===== config.mk =====
export PLATFORM = sky130hd
export DESIGN_NAME = pipelined_cla_adder
export DESIGN_NICKNAME = d
export VERILOG_FILES = /design/src/rtl/pipelined_cla_adder.sv
export SDC_FILE = /design/constraint.sdc
export NUM_CORES = 1
export LEC_CHECK = 0
export CORE_ASPECT_RATIO = 2
export CORE_UTILIZATION = 33
export DETAILED_ROUTE_END_ITERATION = 8
export GPL_ROUTABILITY_DRIVEN = 0
export GPL_TIMING_DRIVEN = 0
export PLACE_DENSITY = 0.6
export SLEW_MARGIN = 20
export SYNTH_ARGS = -nofsm -noshare
export SYNTH_HDL_FRONTEND = slang
export SYNTH_SLANG_ARGS = --single-unit

===== constraint.sdc =====
create_clock -name clk -period 7.5 [get_ports clk]
set_input_delay 1.5 -clock clk [delete_from_list [all_inputs] [get_ports clk]]
set_output_delay 1.5 -clock clk [all_outputs]
set_load 0.005 [all_outputs]

===== src/rtl/pipelined_cla_adder.sv =====
// Pipelined carry-lookahead adder/subtractor: STAGES slices, each built from 4-bit CLA groups.
// Define CLA_SATURATE_EN to clamp the result to the signed range on overflow.
module pipelined_cla_adder #(
    parameter int unsigned WIDTH  = 16,
    parameter int unsigned STAGES = 2
) (
    input  logic             clk,
    input  logic             rst,
    input  logic             in_valid,
    output logic             in_ready,
    input  logic [WIDTH-1:0] A,
    input  logic [WIDTH-1:0] B,
    input  logic             cin,
    input  logic             sub,
    output logic             out_valid,
    input  logic             out_ready,
    output logic [WIDTH-1:0] S,
    output logic             cout,
    output logic             ovfl,
    output logic             zero,
    output logic             neg
);

    localparam int unsigned SW = WIDTH / STAGES;
    localparam int unsigned NG = SW / 4;

    // One slice: per-group generate/propagate, group-level lookahead, in-group expanded carries.
    function automatic logic [SW:0] cla_slice(input logic [SW-1:0] a, input logic [SW-1:0] b,
                                              input logic c0);
        logic [SW-1:0] g, p, c;
        logic [NG-1:0] gg, gp;
        logic [NG:0]   gc;
        int            o;
        g = a & b;
        p = a | b;
        for (int j = 0; j < NG; j++) begin
            o = 4 * j;
            gg[j] = g[o+3] | (p[o+3] & g[o+2]) | (p[o+3] & p[o+2] & g[o+1])
                  | (p[o+3] & p[o+2] & p[o+1] & g[o]);
            gp[j] = &p[o +: 4];
        end
        gc[0] = c0;
        for (int j = 0; j < NG; j++) begin
            gc[j+1] = gg[j] | (gp[j] & gc[j]);
        end
        for (int j = 0; j < NG; j++) begin
            o = 4 * j;
            c[o]   = gc[j];
            c[o+1] = g[o] | (p[o] & gc[j]);
            c[o+2] = g[o+1] | (p[o+1] & g[o]) | (p[o+1] & p[o] & gc[j]);
            c[o+3] = g[o+2] | (p[o+2] & g[o+1]) | (p[o+2] & p[o+1] & g[o])
                   | (p[o+2] & p[o+1] & p[o] & gc[j]);
        end
        return {gc[NG], a ^ b ^ c};
    endfunction

    // Stage inputs: operands are kept right-aligned so each stage consumes the low SW bits.
    logic [WIDTH-1:0] st_a   [STAGES];
    logic [WIDTH-1:0] st_b   [STAGES];
    logic [WIDTH-1:0] st_res [STAGES];
    logic             st_c   [STAGES];
    logic             st_sub [STAGES];
    logic             st_v   [STAGES];

    logic             out_valid_q;
    logic [WIDTH-1:0] s_q;
    logic             cout_q, ovfl_q, zero_q, neg_q;
    logic             advance;

    assign in_ready = !out_valid_q || out_ready;
    assign advance  = in_ready;

    assign st_a[0]   = A;
    assign st_b[0]   = B;
    assign st_res[0] = '0;
    assign st_c[0]   = sub | cin;
    assign st_sub[0] = sub;
    assign st_v[0]   = in_valid;

    for (genvar k = 0; k < STAGES; k++) begin : g_stage
        logic [SW-1:0]    bx;
        logic [SW:0]      sl;
        logic [WIDTH-1:0] res_d;

        assign bx    = st_b[k][SW-1:0] ^ {SW{st_sub[k]}};
        assign sl    = cla_slice(st_a[k][SW-1:0], bx, st_c[k]);
        // New slice enters at the top; finished low bits shift down.
        assign res_d = (st_res[k] >> SW) | (WIDTH'(sl[SW-1:0]) << (WIDTH - SW));

        if (k < STAGES - 1) begin : g_mid
            logic [WIDTH-1:0] a_q, b_q, res_q;
            logic             c_q, sub_q, v_q;

            always_ff @(posedge clk) begin
                if (rst) begin
                    v_q   <= 1'b0;
                    a_q   <= '0;
                    b_q   <= '0;
                    res_q <= '0;
                    c_q   <= 1'b0;
                    sub_q <= 1'b0;
                end else if (advance) begin
                    v_q   <= st_v[k];
                    a_q   <= st_a[k] >> SW;
                    b_q   <= st_b[k] >> SW;
                    res_q <= res_d;
                    c_q   <= sl[SW];
                    sub_q <= st_sub[k];
                end
            end

            assign st_a[k+1]   = a_q;
            assign st_b[k+1]   = b_q;
            assign st_res[k+1] = res_q;
            assign st_c[k+1]   = c_q;
            assign st_sub[k+1] = sub_q;
            assign st_v[k+1]   = v_q;
        end else begin : g_last
            logic             sa, ovfl_d;
            logic [WIDTH-1:0] s_d;

            always_comb begin
                sa     = st_a[k][SW-1];
                ovfl_d = (sa == bx[SW-1]) && (sl[SW-1] != sa);
                s_d    = res_d;
`ifdef CLA_SATURATE_EN
                if (ovfl_d) begin
                    s_d = sa ? {1'b1, {(WIDTH-1){1'b0}}} : {1'b0, {(WIDTH-1){1'b1}}};
                end
`endif
            end

            always_ff @(posedge clk) begin
                if (rst) begin
                    out_valid_q <= 1'b0;
                    s_q         <= '0;
                    cout_q      <= 1'b0;
                    ovfl_q      <= 1'b0;
                    zero_q      <= 1'b0;
                    neg_q       <= 1'b0;
                end else if (advance) begin
                    out_valid_q <= st_v[k];
                    if (st_v[k]) begin
                        s_q    <= s_d;
                        cout_q <= sl[SW];
                        ovfl_q <= ovfl_d;
                        zero_q <= (s_d == '0);
                        neg_q  <= s_d[WIDTH-1];
                    end
                end
            end
        end
    end

    assign out_valid = out_valid_q;
    assign S         = s_q;
    assign cout      = cout_q;
    assign ovfl      = ovfl_q;
    assign zero      = zero_q;
    assign neg       = neg_q;

endmodule


# Yosys cells after proc, flatten, opt, wreduce, memory -nomap -nowiden
# Index checks and enable logic that the tools add are counted.
dict set report word_totals {
  register_bits 48
  mem_bits_ro 0
  mem_bits_rw 0
  mem_count 0
  input_bits 38
  latch_bits 0
  out_inout_bits 22
  wordCells 135
}
dict set report op_classes {
  n_reduce_logical 9
  shift 0
  bitwise_logic 112
  n_lt_le_gt_ge 0
  eq_ne 2
  muxes 0
  n_div 0
  add_sub_neg 0
  multipliers 0
}
# cell count
set op_table {}
lappend op_table {{bitwise AND 1 bit} 60}
lappend op_table {{bitwise XOR 8 bit} 6}
lappend op_table {{bitwise OR 1 bit} 41}
lappend op_table {{bitwise AND 8 bit} 2}
lappend op_table {{zero test 16 bit} 1}
lappend op_table {{bitwise OR 8 x 16 -> 16 bit} 1}
lappend op_table {{bitwise OR 8 bit} 2}
lappend op_table {{AND reduction 4 bit} 4}
lappend op_table {{AND reduction 2 bit} 1}
lappend op_table {{== test 1 bit} 1}
lappend op_table {{logical AND 1 bit} 1}
lappend op_table {{zero test 1 bit} 1}
lappend op_table {{logical OR 1 bit} 1}
lappend op_table {{!= test 1 bit} 1}

# Depth between registers and ports, before layout
# Gate-level depths: netlist (run 1).
dict set report logic_depth {
  ltp_word 12
  ltp_mapped 14
  mapped_depth_nobuf 13
}

# Worst setup path after synthesis (run 1)
# OpenSTA, ideal clock, no wires.
dict set report synth_timing {
  path_type {input port to output port}
  startpoint {input out_ready}
  endpoint {output in_ready}
  path_slack_ns 3.857
  arrival_time_ns 2.143
  cell_stages 4
  t_required_ns 6.000
  path_buffers 2
  cell_sequence {nor2b_1 clkbuf_1 inv_1 clkbuf_1}
}
dict set report synth_via {
  elab_chain_cells 1
}
# item line
set synth_rtl {}
lappend synth_rtl {{start, declared} 16} ;# input logic out_ready,
lappend synth_rtl {{logical OR 1 bit} 70} ;# assign in_ready = !out_valid_q || out_ready;
lappend synth_rtl {{end, declared} 10} ;# output logic in_ready,
# Every way passes these cells.

# Worst setup path in the final report (run 1)
# Ends and elaborated chain as after synthesis.

==> impl_metrics.ini, run 1 <==
[routing]
routedWlPerCell_microns = 12.8
wirelength_microns = 6540
remaining_drc_errors = 0
drtIter0Drc = 51
drtPass1Iterations = 4
vias_per_cell = 4.72
ant_nets = 0
num_vias = 2410

[worst_setup_path]
crit_start = out_ready
crit_path_end_kind = output port
worstRegToRegCells = 13
reg2reg_to = zero$_SDFFE_PP0P_
r2r-start = g_stage[0].g_mid.sub_q$_SDFFE_PP0N_
critPathRequiredTime_ps = 6000
start_kind = input port
critPathKind = in -> out
reg2reg_slack_ps = 4110
worst-path-max-fanout = 10
arrival_ps = 3340

[cts]
postCtsSetupBuffers = 0
cts_buffer_depth = 2
cts-resized-gates = 0
clk_latency_ps = 290
numCtsBuffers = 5
cts_tree = built
root_buffer = clkbuf_16
postCtsHoldBufs = 0
cts_sinks = 47
clkTransAtPathRegs_ps = 70
htreeDepth = 2

[timing]
max_freq_ghz = 0.207
rsz0062_at_grt = false
finalWorstSetupSlack_ps = 2660
finalHoldViolCount = 0
worst_slew_pin_slew_ps = 648
setup_viol = 0
slew_headroom_pct = 56.8
tns_ps = 0
min_period_ps = 4840
timing.final.crit_share_pct = 64.5
finClkSkew_ps = 4.90
slew_viol_final = 0

[placed_design]
dpl.hpwl_microns = 5300
portBuffers = 57
place_ws_ps = 2620

[layout]
layout-drive-gt1-share_pct = 3.39
syn_to_final_growth_pct = 31.0
final_util_pct = 44.3
nFillCells = 858
nets = 486
diodes = 0

[synth]
synthArstFlopShare_pct = 0
synth_edf_count = 0
synth_area_leaders = dfxtp_1, ha_1, nand2_1
synthCells = 348
synth.cell_area_sq_um = 2790
ys_ff_latch = 47
synth_nets = 422
synth.top_cells.by_count = nand2_1, dfxtp_1, inv_1, a21oi_1, ha_1
yosysSeqAreaShare_pct = 33.8
ys.flop_type = dfxtp_1
yosysWarnings = 0
avgSynthCellArea_sq_um = 8.01
synth_top_cell_area_share_pct = 33.8
synth_most_common_cell = nand2_1
synth_top_cell_by_area = dfxtp_1
synth_cell_types = 40

[global_routing]
grt.overflow.total = 0
grt_antenna_before_repair = 0
grt_pass1_vias = 2410
grt_pass1_wl_microns = 10800
grt_max_degree = 17
grt_usage_pct = 16.1

[floorplan]
core-area_sq_um = 8230
rows = 47
ioPinCount = 60
die_h_microns = 132
die_area_sq_um = 8840
die_x_microns = 67.0
start_util_pct = 33.8

[min_path]
hold_end = S[3]$_SDFFE_PP0P_
min_path_cells = 2
hold_class = reg -> reg
hp-start = S[3]$_SDFFE_PP0P_

[power_and_ir_drop]
ir_drop_uv = 112
power_density_nw_per_um2 = 198
leakage_nw = 1.59

[run]
cap_violations = 0

[status]
outcome = finished, final reports clean
[critical path, stage by stage]
cell	delay, ps
clkdlybuf4s50_1	450
nor2b_1	40
clkbuf_1	190
inv_1	160
clkbuf_1	390
clkdlybuf4s50_1	600
[cells by family (layout without fill, tap and decap cells)]
family	count (synthesis)	count (layout)	share of synthesized area [%]
fa+ha+maj	36	36	17.2
compound gates	68	68	14.9
xor+xnor	27	27	8.49
flops	47	47	33.8
buf+inv	59	124	8.13
simple gates	111	111	17.5
[flip-flops by register name (all words and copies together), names as in the netlist]
| signal | count |
|---|---|
| zero | 1 |
| g_stage.g_mid.res_q | 8 |
| g_stage.g_mid.c_q | 1 |
| g_stage.g_mid.sub_q | 1 |
| g_stage.g_mid.a_q | 8 |
| out_valid | 1 |
| S | 16 |
| cout | 1 |
| g_stage.g_mid.v_q | 1 |
| ovfl | 1 |
| g_stage.g_mid.b_q | 8 |
[metrics by stage]
stage | power (W) | hold slack (ps) | cell area (sq um) | cells
final | 0.000723 | 458 | 3650 | 511
after detailed placement | 0.000471 | 449 | 3480 | 503
after global placement | 0.000468 | 450 | 3480 | 503
after floorplan | 0.000401 | 441 | 2790 | 348
after global routing | 0.000763 | 481 | 3650 | 511
after CTS | 0.000730 | 458 | 3650 | 511
[worst max-delay path by stage]
stage | endpoint | slack, ps | cells after the start
floorplan | in_ready | 3860 | 4
global placement | in_ready | 2610 | 6
detailed placement | in_ready | 2620 | 6
CTS | in_ready | 2610 | 6
global route | in_ready | 2480 | 6
finish | in_ready | 2660 | 6
[power by group]
part	switching, W	internal [W]	total (W)
Sequential	0.0000167	0.000271	0.000288
Combinational	0.0000881	0.0000875	0.000176
Clock	0.000101	0.000159	0.000260
Total	0.000206	0.000517	0.000723
[final cells by class]
type / count / area, sq um / area share [%]
Buffer: 17 / 68.8 / 1.88
Tap cell: 98 / 123 / 3.36
Clock buffer: 5 / 125 / 3.43
Multi-Input combinational cell: 242 / 1620 / 44.3
Clock inverter: 3 / 46.3 / 1.27
Timing Repair Buffer: 57 / 571 / 15.6
Inverter: 42 / 158 / 4.32
Sequential cell: 47 / 941 / 25.8
[layer usage]
metal  vias to the layer above  share of wire (%)  track usage (%)  wire [microns]
met4                         0                2.9             7.57             189
met3                        10                2.7             1.82             175
met2                        45                 58             30.8            3770
li1                       1248                  -                -               -
met1                      1107                 37             16.3            2410
met5                         -                  0                0               0
[placed cells by master, fill, tap and decap left out, types with 3 or more instances in the layout]
master	n
nand2_1	73
o31ai_1	3
xor2_1	17
nor2_1	19
dfxtp_1	47
inv_1	42
nor4_1	3
clkdlybuf4s50_1	57
clkbuf_16	5
xnor2_1	10
fa_1	4
a21oi_1	41
clkbuf_1	15
o21ai_0	5
ha_1	32
nand2b_1	3
a211oi_1	7
nor2b_1	3
(Power assumes the default switching activity.)
==> inputs of run 2 (changes only) <==
==> constraint.sdc (replaced) <==
create_clock -name clk -period 4.6 [get_ports clk]
set_input_delay 0.92 -clock clk [delete_from_list [all_inputs] [get_ports clk]]
set_output_delay 0.92 -clock clk [all_outputs]
set_load 0.005 [all_outputs]
==> results of run 2 <==
Same layout as run 1 (identical final DEF). Status: finished, final reports clean.
Among the figures that moved: setup slack after placement 2620 ps -> 882 ps; setup slack after layout 2660 ps -> 919 ps; register-to-register setup slack 4110 ps -> 1210 ps; total power 0.000723 W -> 0.00118 W; worst IR drop on VDD 112 uV -> 183 uV
==> inputs of run 3 (changes only) <==
--- a/config.mk
+++ b/config.mk
@@ -10,7 +10,7 @@
 export DETAILED_ROUTE_END_ITERATION = 8
 export GPL_ROUTABILITY_DRIVEN = 0
 export GPL_TIMING_DRIVEN = 0
-export PLACE_DENSITY = 0.6
+export PLACE_DENSITY = 0.62
 export SLEW_MARGIN = 20
 export SYNTH_ARGS = -nofsm -noshare
 export SYNTH_HDL_FRONTEND = slang
==> constraint.sdc (replaced) <==
create_clock -name clk -period 3.2 [get_ports clk]
set_input_delay 0.64 -clock clk [delete_from_list [all_inputs] [get_ports clk]]
set_output_delay 0.64 -clock clk [all_outputs]
set_load 0.005 [all_outputs]
==> run 3 against run 2 <==
- cell area increased by 0.79%
- via count fell by 0.71%
- die area unchanged
- combinational power rose by 44%
- critical path depth down 1
- first-iteration DRC count is 25% higher
==> impl_metrics.ini, run 3 (synthesized netlist as in run 1, its figures left out) <==
[cts]
cts_tree = built
root_buffer = clkbuf_16
cts_sinks = 47
cts_buffer_depth = 2
numCtsBuffers = 5
clkTransAtPathRegs_ps = 60
clk_latency_ps = 290
htreeDepth = 2

[layout]
final_util_pct = 44.7
layout-drive-gt1-share_pct = 3.89
diodes = 0
nFillCells = 845
nets = 484
largest_reg_flops = 16
layout_common_cells = nand2_1, clkdlybuf4s50_1, dfxtp_1, inv_1, a21oi_1
syn_to_final_growth_pct = 32.1
final_common_cell = nand2_1

[power_and_ir_drop]
leakage_nw = 1.60
power_density_nw_per_um2 = 483
ir_drop_uv = 269

[routing]
vias_per_cell = 4.70
remaining_drc_errors = 0
drtPass1Iterations = 4
num_vias = 2393
wirelength_microns = 6530
ant_nets = 0
drtIter0Drc = 64
routedWlPerCell_microns = 12.8

[timing]
rsz0062_at_grt = false
setup_viol = 0
slew_viol_final = 0
max_freq_ghz = 0.335
timing.final.crit_share_pct = 93.1
slew_headroom_pct = 62.8
finClkSkew_ps = 5.70
finalWorstSetupSlack_ps = 219
worst_slew_pin_slew_ps = 558
finalHoldViolCount = 0
min_period_ps = 2980

[floorplan]
rows = 47
ioPinCount = 60
start_util_pct = 33.8
die_area_sq_um = 8840
core-area_sq_um = 8230
die_h_microns = 132
die_x_microns = 67.0

[placed_design]
place_ws_ps = -226
portBuffers = 57
dpl.hpwl_microns = 5260

[worst_setup_path]
r2r-start = g_stage[0].g_mid.sub_q$_SDFFE_PP0N_
worst-path-max-fanout = 14
arrival_ps = 2340
reg2reg_to = zero$_SDFFE_PP0P_
worstRegToRegCells = 13
critPathRequiredTime_ps = 2560
crit_path_end_kind = output port
critPathKind = in -> out
start_kind = input port
endpoint = in_ready
reg2reg_slack_ps = 240
crit_start = out_ready

[status]
outcome = finished, final reports clean

[run]
cap_violations = 0

[global_routing]
grt_antenna_before_repair = 0
grt_pass1_vias = 2404
grt.overflow.total = 0
grt_usage_pct = 16.4
grt_pass1_wl_microns = 10900
grt_max_degree = 17

[min_path]
hold_class = reg -> reg
hp-start = S[10]$_SDFFE_PP0P_
run 3: cell types whose count changed in the layout (fill, tap and decap cells not counted), sizes merged:
cell,previous run,this run
clkinvlp,1,0
clkbuf,20,18
bufinv,1,2
run 3: where the power goes:
group	switching [W]	total, W	leakage, nW	internal [W]
logic	0.000207	0.000413	1.12	0.000205
clock network	0.000235	0.000688	0.0959	0.000453
registers	0.0000410	0.000677	0.388	0.000636
run 3: repair_timing:
action	in CTS	in global routing
hold buffers	0	0
setup endpoints to repair	3	1
pin swaps	0	0
setup buffers	0	0
gates resized for setup	1	2
run 3: worst min-delay path by stage:
| stage | to | slack, ps | cells past startpoint |
|---|---|---|---|
| finish | S[10]$_SDFFE_PP0P_ | 450 | 2 |
| global route | S[14]$_SDFFE_PP0P_ | 480 | 2 |
| CTS | S[10]$_SDFFE_PP0P_ | 460 | 2 |
| detailed placement | S[10]$_SDFFE_PP0P_ | 450 | 2 |
| global placement | S[10]$_SDFFE_PP0P_ | 450 | 2 |
| floorplan | S[6]$_SDFFE_PP0P_ | 440 | 2 |
run 3: worst max-delay path: stages:
cell             delay, ps
clkdlybuf4s50_1        390
nor2b_1                110
clkbuf_1               340
inv_1                  330
clkdlybuf4s50_1        530
run 3: area by class of cell:
| class | count | area [sq um] | share of cell area, % |
|---|---|---|---|
| inverters | 42 | 158 | 4.28 |
| well taps | 98 | 123 | 3.33 |
| plain buffers | 15 | 61.3 | 1.67 |
| repair buffers | 57 | 571 | 15.5 |
| multi-input cells | 242 | 1630 | 44.2 |
| clock inverters | 3 | 71.3 | 1.94 |
| clock buffers | 5 | 125 | 3.40 |
| flip-flops and latches | 47 | 945 | 25.7 |
run 3: stage by stage:
stage | hold slack [ps] | instances | setup TNS, ps | total power (W) | cell area [sq um]
2_1_floorplan | 441 | 348 | 0 | 0.000940 | 2790
3_3_place_gp | 449 | 503 | -156 | 0.00110 | 3480
3_5_place_dp | 451 | 503 | -230 | 0.00111 | 3480
4_1_cts | 460 | 509 | 0 | 0.00180 | 3670
5_1_grt | 479 | 509 | 0 | 0.00187 | 3680
6_report | 453 | 509 | 0 | 0.00178 | 3680
run 3: layer usage:
metal  global-route usage (%)  part of all wire [%]  vias to the layer above
li1                         -                     -                     1238
met1                     17.0                    38                     1084
met2                     29.8                    54                       57
met3                     2.68                   3.6                       14
met4                     8.87                   3.7                        0
met5                        0                     0                        -
==> patch (flow settings as in run 2) <==
`WIDTH`: 16 -> 20.
--- a/src/rtl/pipelined_cla_adder.sv
+++ b/src/rtl/pipelined_cla_adder.sv
@@ -1,7 +1,7 @@
 // Pipelined carry-lookahead adder/subtractor: STAGES slices, each built from 4-bit CLA groups.
 // Define CLA_SATURATE_EN to clamp the result to the signed range on overflow.
 module pipelined_cla_adder #(
-    parameter int unsigned WIDTH  = 16,
+    parameter int unsigned WIDTH  = 20,
     parameter int unsigned STAGES = 2
 ) (
     input  logic             clk,
Ports: changed (resized A, B and S); port bits go from 60 to 72. No check against the original RTL was run, so the function may have changed too.
==> patch against run 2 <==
Sequential cell count increased by 2. Area after synthesis increased by 4.9%. Final area is 5.1% higher. Clock power grew 2%. Die area increased by 4.8%. Setup slack gained 0.27 ns. Wire length rose by 7.3%. Power up 2.6%. Largest cell class unchanged.
==> patch: results (changes against run 2) <==
[status]
run_status=completed

[critical_path]
ff2ff_path_depth=13  ; unchanged
cp.arrival_ns=3.63  ; +0.87 ns
crit_path_max_incr_delay_ns=0.47  ; -0.13 ns
r2r_setup_slack_ns=1.25  ; +0.04 ns
startpoint=sub

[power]
p_leak_nw=1.71  ; +7.4%
ir_drop_uv=143  ; -22%

[timing]
fin_skew_ns=0.0104  ; +0.00553 ns
holdWs_ns=0.459  ; +0.00155 ns
slew-limit-headroom=0.627  ; +0.0584

[global_routing]
grt_pass1_vias=2434  ; +1.0%
track_usage=0.164  ; +0.00300
antenna_found_initial=0  ; unchanged
grt_pass1_wl_mm=11.0  ; +2.2%
grt_max_degree=15  ; -2

[worst_hold_path]
hp-start=g_stage[0].g_mid.a_q[9]
hold_end=g_stage[0].g_mid.a_q[9]

[cells_and_area]
drive_above_1_share=0.0648  ; +0.0309
n_fill_cell=889  ; +3.6%
layout.nets=513  ; +5.6%

[logic_synthesis]
syn_area_sq_mm=0.00292  ; +4.9%
ys_types=44  ; +10%
syn_area_per_cell_sq_um=8.12  ; +1.4%
synth_area_leaders=dfxtp_1 (34%), ha_1 (14%), nand2_1 (9.4%)
synth_common_cells=nand2_1 (73), dfxtp_1 (49), a21oi_1 (43)
synth_seq_area_share=0.336  ; -0.00206

[placed_design]
dpl.hpwl_mm=5.71  ; +7.8%
dp_cells=524  ; +4.2%
io_buffer_count=60  ; +5.3%

[detailed_routing]
vias_per_cell=4.72  ; about the same
drt-total-wl_mm=7.02  ; +7.3%
detail_route.iter0.violations=80  ; +57%
drt-wirelength-per-cell_um=13.2  ; +3.1%

[clocking]
cts_buffer_depth=2  ; unchanged
post_cts_buffers=0  ; unchanged

## patch: how the worst max path moves through the flow
stage	end	slack, ns
2_1_floorplan	g_stage[0].g_mid.res_q[15]	1.63
3_3_place_gp	g_stage[0].g_mid.res_q[15]	0.90
3_5_place_dp	g_stage[0].g_mid.res_q[15]	0.86
4_1_cts	g_stage[0].g_mid.res_q[15]	1.14
5_1_grt	g_stage[0].g_mid.res_q[15]	0.94
6_report	g_stage[0].g_mid.res_q[15]	1.19
## patch: per-stage QoR
| stage | instance area, sq um | setup WS [ns] |
|---|---|---|
| 6_report | 3840 | 1.19 |
| 4_1_cts | 3840 | 1.14 |
| 3_5_place_dp | 3660 | 0.855 |
| 3_3_place_gp | 3660 | 0.901 |
| 5_1_grt | 3840 | 0.942 |
| 2_1_floorplan | 2940 | 1.63 |
## patch: routing by layer
layer,up-vias,wire length (um),global-route usage
li1,1292,-,-
met1,1155,2570,0.155
met2,47,4080,0.324
met3,15,172,0.0194
met4,0,192,0.0741
met5,-,0,0
## patch: logic make-up after synthesis
kind of cell | after synthesis | synth area share
adders and majority gates | 36 | 0.164
muxes | 1 | 0.00342
AOI/OAI and AO/OA | 67 | 0.141
xor gates and xnor gates | 26 | 0.0779
other | 1 | 0.00128
and+or+nand+nor | 117 | 0.180
buffers and inverters | 63 | 0.0967
DFF | 49 | 0.336
## patch: area by class of cell
type,instances,share of cell area
flip-flops and latches,49,0.256
plain buffers,22,0.0336
well taps,100,0.0326
multi-input cells,252,0.436
repair buffers,60,0.157
inverters,41,0.0401
clock buffers,7,0.0372
clock inverters,1,0.00783
## patch: where the power goes
| part | switching [mW] | internal, mW | total, mW |
|---|---|---|---|
| clock network | 0.159 | 0.272 | 0.431 |
| registers | 0.0256 | 0.460 | 0.486 |
| logic | 0.147 | 0.146 | 0.293 |
